--- src/rtl/ps2_pkg.sv ---
// Shared PS/2 definitions: FSM state codes, frame size and keyboard command bytes.
// Used by both the host transmitter and the keyboard receiver.
package ps2_pkg;

  localparam int unsigned PS2_FRAME_BITS = 11;

  localparam logic [2:0] ST_IDLE      = 3'd0;
  localparam logic [2:0] ST_INHIBIT   = 3'd1;
  localparam logic [2:0] ST_SEND      = 3'd2;
  localparam logic [2:0] ST_ACK       = 3'd3;
  localparam logic [2:0] ST_WAIT_IDLE = 3'd4;

  localparam logic [7:0] PS2_CMD_SET_LED = 8'hED;
  localparam logic [7:0] PS2_CMD_RESET   = 8'hFF;
  localparam logic [7:0] PS2_CMD_ENABLE  = 8'hF4;

endpackage

--- src/rtl/ps2_line_sync.sv ---
// Two-flop synchronizers for the PS/2 clock and data pads plus a clock falling-edge pulse.
// Idle PS/2 lines are high, so all flops reset to 1 to avoid a spurious edge after reset.
module ps2_line_sync (
  input  logic clk,
  input  logic rst,
  input  logic ps2_clk,
  input  logic ps2_data,
  output logic clk_sync,
  output logic data_sync,
  output logic clk_fall_c
);

  logic clk_meta;
  logic clk_prev;
  logic data_meta;

  always_ff @(posedge clk) begin
    if (rst) begin
      clk_meta  <= 1'b1;
      clk_sync  <= 1'b1;
      clk_prev  <= 1'b1;
      data_meta <= 1'b1;
      data_sync <= 1'b1;
    end else begin
      clk_meta  <= ps2_clk;
      clk_sync  <= clk_meta;
      clk_prev  <= clk_sync;
      data_meta <= ps2_data;
      data_sync <= data_meta;
    end
  end

  assign clk_fall_c = clk_prev & ~clk_sync;

endmodule

--- src/rtl/ps2_host_tx.sv ---
// PS/2 host-to-device transmitter: clock inhibit, start, 8 data bits LSB-first, odd parity,
// stop and device ACK, with an inter-edge timeout. Both lines are driven only via open-drain OEs.
module ps2_host_tx
  import ps2_pkg::*;
#(
  parameter int unsigned INHIBIT_CYCLES = 5000,
  parameter int unsigned TIMEOUT_CYCLES = 750000
) (
  input  logic       i_clk,
  input  logic       i_rst,
  input  logic       i_ps2_clk,
  input  logic       i_ps2_data,
  input  logic [7:0] i_tx_data,
  input  logic       i_tx_valid,
  output logic       o_tx_ready,
  output logic       o_busy,
  output logic       o_ps2_clk_oe,
  output logic       o_ps2_data_oe,
  output logic       o_tx_done,
  output logic       o_tx_ack_err,
  output logic       o_tx_timeout
);

  localparam int unsigned CNT_MAX = (TIMEOUT_CYCLES > INHIBIT_CYCLES) ? TIMEOUT_CYCLES
                                                                      : INHIBIT_CYCLES;
  localparam int unsigned CNT_W   = $clog2(CNT_MAX + 1);
  localparam logic [3:0]  LAST_TX_BIT = 4'(PS2_FRAME_BITS - 2);

  logic             clk_sync;
  logic             data_sync;
  logic             clk_fall_c;

  logic [2:0]       state,    state_nxt;
  logic [CNT_W-1:0] cnt,      cnt_nxt;
  logic [3:0]       bit_cnt,  bit_cnt_nxt;
  logic [9:0]       frame,    frame_nxt;
  logic             ack_bad,  ack_bad_nxt;
  logic             clk_oe_nxt;
  logic             data_oe_nxt;
  logic             done_nxt;
  logic             ack_err_nxt;
  logic             timeout_nxt;
  logic             ready_nxt;
  logic             timed_out_c;

  ps2_line_sync u_sync (
    .clk        (i_clk),
    .rst        (i_rst),
    .ps2_clk    (i_ps2_clk),
    .ps2_data   (i_ps2_data),
    .clk_sync   (clk_sync),
    .data_sync  (data_sync),
    .clk_fall_c (clk_fall_c)
  );

  assign timed_out_c = (cnt >= CNT_W'(TIMEOUT_CYCLES - 1));

  // Next-state and next-output logic; the counter doubles as inhibit timer and edge timeout.
  always_comb begin
    state_nxt   = state;
    cnt_nxt     = cnt;
    bit_cnt_nxt = bit_cnt;
    frame_nxt   = frame;
    ack_bad_nxt = ack_bad;
    clk_oe_nxt  = o_ps2_clk_oe;
    data_oe_nxt = o_ps2_data_oe;
    done_nxt    = 1'b0;
    ack_err_nxt = o_tx_ack_err;
    timeout_nxt = o_tx_timeout;

    case (state)
      ST_IDLE: begin
        clk_oe_nxt  = 1'b0;
        data_oe_nxt = 1'b0;
        if (i_tx_valid && o_tx_ready) begin
          frame_nxt   = {1'b1, ~^i_tx_data, i_tx_data};
          cnt_nxt     = '0;
          bit_cnt_nxt = '0;
          ack_bad_nxt = 1'b0;
          clk_oe_nxt  = 1'b1;
          state_nxt   = ST_INHIBIT;
        end
      end

      ST_INHIBIT: begin
        cnt_nxt = cnt + 1'b1;
        if (cnt == CNT_W'(INHIBIT_CYCLES - 2)) begin
          data_oe_nxt = 1'b1;
        end
        if (cnt == CNT_W'(INHIBIT_CYCLES - 1)) begin
          clk_oe_nxt = 1'b0;
          cnt_nxt    = '0;
          state_nxt  = ST_SEND;
        end
      end

      ST_SEND: begin
        cnt_nxt = cnt + 1'b1;
        if (clk_fall_c) begin
          cnt_nxt     = '0;
          data_oe_nxt = ~frame[bit_cnt];
          bit_cnt_nxt = bit_cnt + 4'd1;
          if (bit_cnt == LAST_TX_BIT) begin
            state_nxt = ST_ACK;
          end
        end else if (timed_out_c) begin
          state_nxt = ST_IDLE;
        end
      end

      ST_ACK: begin
        cnt_nxt = cnt + 1'b1;
        if (clk_fall_c) begin
          cnt_nxt     = '0;
          ack_bad_nxt = data_sync;
          state_nxt   = ST_WAIT_IDLE;
        end else if (timed_out_c) begin
          state_nxt = ST_IDLE;
        end
      end

      ST_WAIT_IDLE: begin
        cnt_nxt = cnt + 1'b1;
        if (clk_sync && data_sync) begin
          done_nxt    = 1'b1;
          ack_err_nxt = ack_bad;
          timeout_nxt = 1'b0;
          state_nxt   = ST_IDLE;
        end else if (timed_out_c) begin
          state_nxt = ST_IDLE;
        end
      end

      default: begin
        clk_oe_nxt  = 1'b0;
        data_oe_nxt = 1'b0;
        state_nxt   = ST_IDLE;
      end
    endcase

    // Timeout abort shares one exit path for SEND, ACK and WAIT_IDLE.
    if ((state == ST_SEND || state == ST_ACK || state == ST_WAIT_IDLE) &&
        state_nxt == ST_IDLE && !done_nxt) begin
      clk_oe_nxt  = 1'b0;
      data_oe_nxt = 1'b0;
      done_nxt    = 1'b1;
      ack_err_nxt = 1'b0;
      timeout_nxt = 1'b1;
    end

    ready_nxt = (state_nxt == ST_IDLE);
  end

  always_ff @(posedge i_clk) begin
    if (i_rst) begin
      state         <= ST_IDLE;
      cnt           <= '0;
      bit_cnt       <= '0;
      frame         <= '0;
      ack_bad       <= 1'b0;
      o_tx_ready    <= 1'b1;
      o_busy        <= 1'b0;
      o_ps2_clk_oe  <= 1'b0;
      o_ps2_data_oe <= 1'b0;
      o_tx_done     <= 1'b0;
      o_tx_ack_err  <= 1'b0;
      o_tx_timeout  <= 1'b0;
    end else begin
      state         <= state_nxt;
      cnt           <= cnt_nxt;
      bit_cnt       <= bit_cnt_nxt;
      frame         <= frame_nxt;
      ack_bad       <= ack_bad_nxt;
      o_tx_ready    <= ready_nxt;
      o_busy        <= ~ready_nxt;
      o_ps2_clk_oe  <= clk_oe_nxt;
      o_ps2_data_oe <= data_oe_nxt;
      o_tx_done     <= done_nxt;
      o_tx_ack_err  <= ack_err_nxt;
      o_tx_timeout  <= timeout_nxt;
    end
  end

endmodule

--- config.mk ---
export PLATFORM = sky130hd
export DESIGN_NAME = ps2_host_tx
export DESIGN_NICKNAME = d
export VERILOG_FILES = /design/src/rtl/ps2_pkg.sv /design/src/rtl/ps2_line_sync.sv /design/src/rtl/ps2_host_tx.sv
export SDC_FILE = /design/constraint.sdc
export NUM_CORES = 1
export LEC_CHECK = 0
export ABC_AREA = 1
export BUFFER_PORTS_ARGS = -buffer_cell sky130_fd_sc_hd__buf_2
export CORE_MARGIN = 4
export CORE_UTILIZATION = 40
export DETAILED_ROUTE_END_ITERATION = 16
export GPL_ROUTABILITY_DRIVEN = 0
export PLACE_DENSITY = 0.59
export SYNTH_ARGS = -nofsm -noshare
export SYNTH_HDL_FRONTEND = slang
export SYNTH_HIERARCHICAL = 1
export SYNTH_SLANG_ARGS = --single-unit
--- constraint.sdc ---
create_clock -name i_clk -period 2.2 [get_ports i_clk]
set_clock_uncertainty 0.2 [all_clocks]
set_input_delay 0.44 -clock i_clk [delete_from_list [all_inputs] [get_ports i_clk]]
set_output_delay 0.44 -clock i_clk [all_outputs]
set_load 0.01 [all_outputs]
== Word level (Yosys, flattened, before mapping) ==
Index checks and enable logic that the tools add are counted.

* Bits in latches: 0
* Memories kept: 0
* Bits in writable memories: 0
* Word-level logic and storage cells: 98
* Flip-flop bits (word level): 50
* Input bits: 13
* ROM bits: 0

* Muxes and demuxes: 32
* Add/sub/neg operators: 2
* Reductions and logical operators: 27
* Shifts and indexed selects: 0
* Equal/unequal tests: 12
* Magnitude comparators: 2
* Multipliers: 0
* Div/mod/pow operators: 0
* Bitwise operators: 6

{| class="wikitable"
|+ Operators by type and width
! cell !! number
|-
| case mux 20 bit (4 select lines) || 1
|-
| 2-to-1 mux 20 bit || 3
|-
| == test 20 x 13 -> 1 bit, second input constant || 2
|-
| 2-to-1 mux 3 bit || 7
|-
| adder 20 x 1 -> 20 bit, second input constant || 1
|-
| greater-or-equal comparator 20 bit, second input constant || 1
|-
| case mux 3 bit (5 select lines) || 1
|-
| 2-to-1 mux 1 bit || 13
|-
| inequality test 2 bit, second input constant || 5
|-
| AND reduction 2 bit || 5
|-
| AND reduction 3 bit || 3
|-
| 2-to-1 mux 4 bit || 2
|-
| case mux 4 bit (2 select lines) || 1
|-
| nonzero test 2 bit || 4
|-
| XNOR reduction 8 bit || 1
|-
| == test 3 x 2 -> 1 bit, second input constant || 2
|-
| logical NOT 3 bit || 2
|-
| case mux 1 bit (3 select lines) || 2
|-
| OR reduction 2 bit || 3
|-
| less-than comparator 4 x 5 -> 1 bit, second input constant || 1
|-
| NOT 1 bit || 5
|-
| adder 4 x 1 -> 4 bit, second input constant || 1
|-
| binary-select mux 1 bit (select 4 bit) || 1
|-
| == test 4 bit, second input constant || 1
|-
| other kinds (9) || 13
|}

== Longest topological paths before layout ==
* Depth in word-level cells: 9
* Gate-level depth with buffers: 16
* Depth with buffers taken out: 15

== Hierarchy ==
Netlist, hierarchy kept.

{| class="wikitable"
|+ Modules (own cells, without submodules)
! module !! times used !! cells each !! area an instance (µm²)
|-
| ps2_host_tx || 1 || 357 || 2454.9
|-
| ps2_line_sync || 1 || 18 || 148.9
|}

== Worst setup path after synthesis ==
Ideal clock, no wire load.

* Path type: register to register
* From: register cnt[1]
* To: register o_tx_ack_err
* Stages on the path, launching flop included: 13
* Period minus slack after synthesis: 1.748 ns
* Path slack: 0.452 ns
* Data arrival time: 1.432 ns
* Library setup time: 0.116 ns
* Data required time: 1.884 ns
* Cell sequence: dfxtp_1 -> ha_1 -> inv_1 -> nor2_1 -> nand3_1 -> nand2_1 -> nand2_1 -> nand3_1 -> nand2_1 -> a21oi_2 -> nand4_1 -> nand2_1 -> nor2_1

* Cells in the longest elaborated chain, start to end: 8
* Elaborated cells on any way between the ends: 12

{| class="wikitable"
|+ RTL lines
! element !! RTL line !! source
|-
| start, declared || ps2_host_tx.sv:34 || <nowiki>logic [CNT_W-1:0] cnt, cnt_nxt;</nowiki>
|-
| start signal, assigned || ps2_host_tx.sv:170 || <nowiki>cnt <= cnt_nxt;</nowiki>
|-
| greater-or-equal comparator 20 bit || ps2_host_tx.sv:56 || <nowiki>assign timed_out_c = (cnt >= CNT_W'(TIMEOUT_CYCLES - 1));</nowiki>
|-
| 2-to-1 mux 3 bit || ps2_host_tx.sv:106, ps2_host_tx.sv:117, ps2_host_tx.sv:129 ||
|-
| 2-to-1 mux 3 bit (on tied branches) || ps2_host_tx.sv:124, ps2_host_tx.sv:99, ps2_host_tx.sv:113 ||
|-
| case mux 3 bit (5 select lines) (*) || ps2_host_tx.sv:71 || <nowiki>case (state)</nowiki>
|-
| logical NOT 3 bit (*) || ps2_host_tx.sv:143 || <nowiki>state_nxt == ST_IDLE && !done_nxt) begin</nowiki>
|-
| logical AND 1 bit (*) || ps2_host_tx.sv:142 || <nowiki>if ((state == ST_SEND || state == ST_ACK || state == ST_WAIT_IDLE) &&</nowiki>
|-
| logical AND 1 bit (*) || ps2_host_tx.sv:143 ||
|-
| OR reduction 2 bit (no line) (*) || -- ||
|-
| end signal, assigned || ps2_host_tx.sv:179 || <nowiki>o_tx_ack_err <= ack_err_nxt;</nowiki>
|-
| end, declared || ps2_host_tx.sv:20 || <nowiki>output logic o_tx_ack_err,</nowiki>
|}

Mark *: on every way between the ends. The rest lies on a longest branch, timed or not.
A chain may end at the register's enable or synchronous reset.

== Worst setup path after layout ==
* From: register state[0]
* To: register cnt[15]

* Cells in the longest elaborated chain, start to end: 4
* Elaborated cells on any way between the ends: 10

{| class="wikitable"
|+ RTL lines
! element !! RTL line !! source
|-
| start, declared || ps2_host_tx.sv:33 || <nowiki>logic [2:0] state, state_nxt;</nowiki>
|-
| start signal, assigned || ps2_host_tx.sv:169 || <nowiki>state <= state_nxt;</nowiki>
|-
| == test 3 x 2 -> 1 bit || ps2_host_tx.sv:71 ||
|-
| OR reduction 2 bit (no line) || -- ||
|-
| nonzero test 4 bit (no line) || -- ||
|-
| AND reduction 2 bit (no line) || -- ||
|}

Parallel ways exist; a longest one is shown, timed or not.

==> qor.txt <==
synthesized flop and latch total: 50
Worst Path Arrival: 2.06 ns
CP max stage delay: 0.48 ns
max frequency: 495 MHz
CP Class: flop to flop
Slew @ Worst Pin: 0.334 ns
RSZ-0062 raised after global routing: no
# DRC: 0
Synth Area in Simple Gates: 0.308
Synth Area in Compound Gates: 0.141
synth-to-layout area growth: 14.1%
critical path endpoint category: flop
fin crit period: 2.02 ns
post-synthesis xor/xnor area fraction: 0.0303
CP max-delay cell: dfxtp_1
flop2flop setup slack: 0.18 ns
DP HPWL: 4.48 mm
clk sink count: 50
Final setup viols: 0
mux cell area share after synthesis: 0.00384
Routed WL per cell: 12.3 µm
status: completed
final hold vios: 0
leakage power: 1.35 nW
DRT antenna net count: 0
Synth Instances: 375
nature of the critical path startpoint: flop
core area: 0.00635 mm²
max_slew headroom: 0.775
FFs w/ async S/R, synth: 0
CTS clk-pin slew, worst paths: 0.09 ns
initial antenna violation count: 0
WL final: 5.90 mm
number of I/O pins: 20
CP required: 2.23 ns
vias per cell: 4.87
Die Wd: 88.7 µm
fin nets: 418
Seq/Total Area, Yosys: 0.384
fin util: 0.468
DR pass1 iterations: 4
hold-fix buffer count after cts: 0
largest net degree at the start of global routing: 19
maxcap violations: 0
Tot GR Track Use: 0.159
gr ovfl total: 0
maximum vdd ir drop: 0.345 mV
post-synth top area cell: dfxtp_1
number of flops mapped to enable cells by yosys: 0
Netlist cell types: 35
Die Footprint: 0.00786 mm²
final cycle utilization of the critical path: 0.919
CP cell instances: inv_1 -> nor2_1 -> nand2_1 -> nand2_2 -> inv_2 -> nand2_4 -> nand2_4 -> inv_2 -> o21ai_0 -> a21oi_1
die height: 88.7 µm
adder-cell share of the synthesized area: 0.0192
Top FF cell, synth: dfxtp_1
clk_lat worst skew: 0.30 ns
share of layout cells above drive strength 1: 0.182
Initial Util: 0.410
pwr/cell area: 660 mW/mm²
max-slew violation count: 0
root buffer selected by CTS: clkbuf_8
CTS tree: built
Rows: 29
DRT iter0 DRCs: 114
Setup Total Neg Slack: 0 ns
warnings from Yosys: 6
IO Port Bufs: 19
CTS H-tree lvls: 2
number of global-route vias before repair: 2146
syn_nets: 392
first-pass GRT wire length: 9.89 mm
TritonCTS Buffers: 5
via count: 2333
Worst Hold Class: input pin to flop
critical path fanouts, max: 9
combinational family with the most area after synthesis: simple AND/OR/NAND/NOR gates
diodes inserted: 0
post-synth top area share: 0.384
Mapped Area: 0.00260 mm²
main area contributors after synthesis: dfxtp_1 38%, nand2_1 9.5%, inv_1 8.8%
WHS: 0.113 ns
CTS Buffer Depth: 2
mean post-synth cell area: 6.94 µm²
[routing by layer]
| metal | vias to the layer above | routed length, µm | track usage |
|---|---|---|---|
| met4 | 0 | 30 | 0.0371 |
| met5 | - | 0 | 0 |
| li1 | 1251 | - | - |
| met1 | 1053 | 2900 | 0.215 |
| met2 | 27 | 2790 | 0.262 |
| met3 | 2 | 179 | 0.0317 |
[sequential cells by signal, summed over array words and instances, names as in the netlist, 3 cells and up]
register / flops
cnt: 20
bit_cnt: 4
state: 3
frame: 10
[repair_timing]
action,CTS,global route
setup buffers,0,1
endpoints found under the setup margin,0,13
gates resized for setup,0,8
[Yosys cell counts (3+ instances only)]
| cell type | instances |
|---|---|
| nand2_2 | 6 |
| o211ai_1 | 6 |
| a21oi_1 | 30 |
| clkbuf_1 | 5 |
| ha_1 | 4 |
| dfxtp_1 | 50 |
| nand4_1 | 10 |
| nor2_1 | 39 |
| o21ai_1 | 4 |
| nor2_2 | 5 |
| inv_1 | 61 |
| o21ai_0 | 18 |
| inv_2 | 8 |
| nand2_1 | 66 |
| nor3_1 | 7 |
| nand3_1 | 21 |
| nand2_4 | 4 |
| xnor2_1 | 6 |
| xor2_1 | 3 |
[report_power, final]
part | switching (mW) | leakage (nW) | internal, mW
clock | 0.304 | 0.0714 | 0.485
combinational | 0.137 | 0.866 | 0.0784
sequential | 0.0190 | 0.409 | 0.939
[critical path, delay by kind of cell (launching register included)]
kind / cells / cell delay, ns
DFF: 1 / 0.48
buffers and inverters: 3 / 0.32
and+or+nand+nor: 5 / 0.74
AOI/OAI and AO/OA: 2 / 0.22
[per-stage QoR]
stage	power (mW)	instances	setup WS, ns	area [µm²]
after floorplan	1.12	375	0.452	2600
after global placement	1.19	470	0.0582	2800
after detailed placement	1.19	470	0.0929	2800
after CTS	1.98	478	0.0784	2950
after global routing	2.05	479	0.00181	2970
final	1.96	479	0.178	2970
[cells in the final DEF, fill, tap and decap left out, types with 2 or more instances in the layout]
cell type,n
and3_1,2
xor2_1,3
buf_2,19
nand2_4,4
nor2_2,8
nor3_2,2
nor4_1,2
a211oi_1,2
nand2_1,65
bufinv_16,2
o211ai_1,6
o21ai_0,18
dfxtp_1,47
inv_2,8
dfxtp_2,3
buf_4,6
a21oi_1,30
nand3_2,2
xnor2_1,6
nand3_1,21
inv_1,61
ha_1,4
nand4_1,10
nor2_4,2
o21a_1,2
nor3_1,6
nand2_2,7
o21ai_1,4
nor2_1,36
clkbuf_8,6
[final cells by class]
| cell class | instances | area [µm²] |
|---|---|---|
| inverters | 70 | 265 |
| repair buffers | 25 | 140 |
| multi-input cells | 249 | 1320 |
| clock inverters | 2 | 60.1 |
| fillers | 663 | 3380 |
| well taps | 77 | 96.3 |
| clock buffers | 6 | 82.6 |
| flip-flops and latches | 50 | 1000 |
[worst paths after layout]
kind	from	to	cells past startpoint
min	i_ps2_data	u_sync/data_meta$_SDFF_PP1_	3
max reg2reg	state[0]$_SDFF_PP0_	cnt[15]$_SDFFE_PP0P_	10
min reg2reg	u_sync/data_meta$_SDFF_PP1_	u_sync/data_sync$_SDFF_PP1_	2
max	state[0]$_SDFF_PP0_	cnt[15]$_SDFFE_PP0P_	10
[kinds of logic (layout without fill, tap and decap cells)]
family,Yosys count,count (layout)
buf+inv,76,103
mux,1,1
compound gates,66,66
fa+ha+maj,4,4
xor+xnor,9,9
simple gates,169,169
flops,50,50
(Power assumes the default switching activity.)
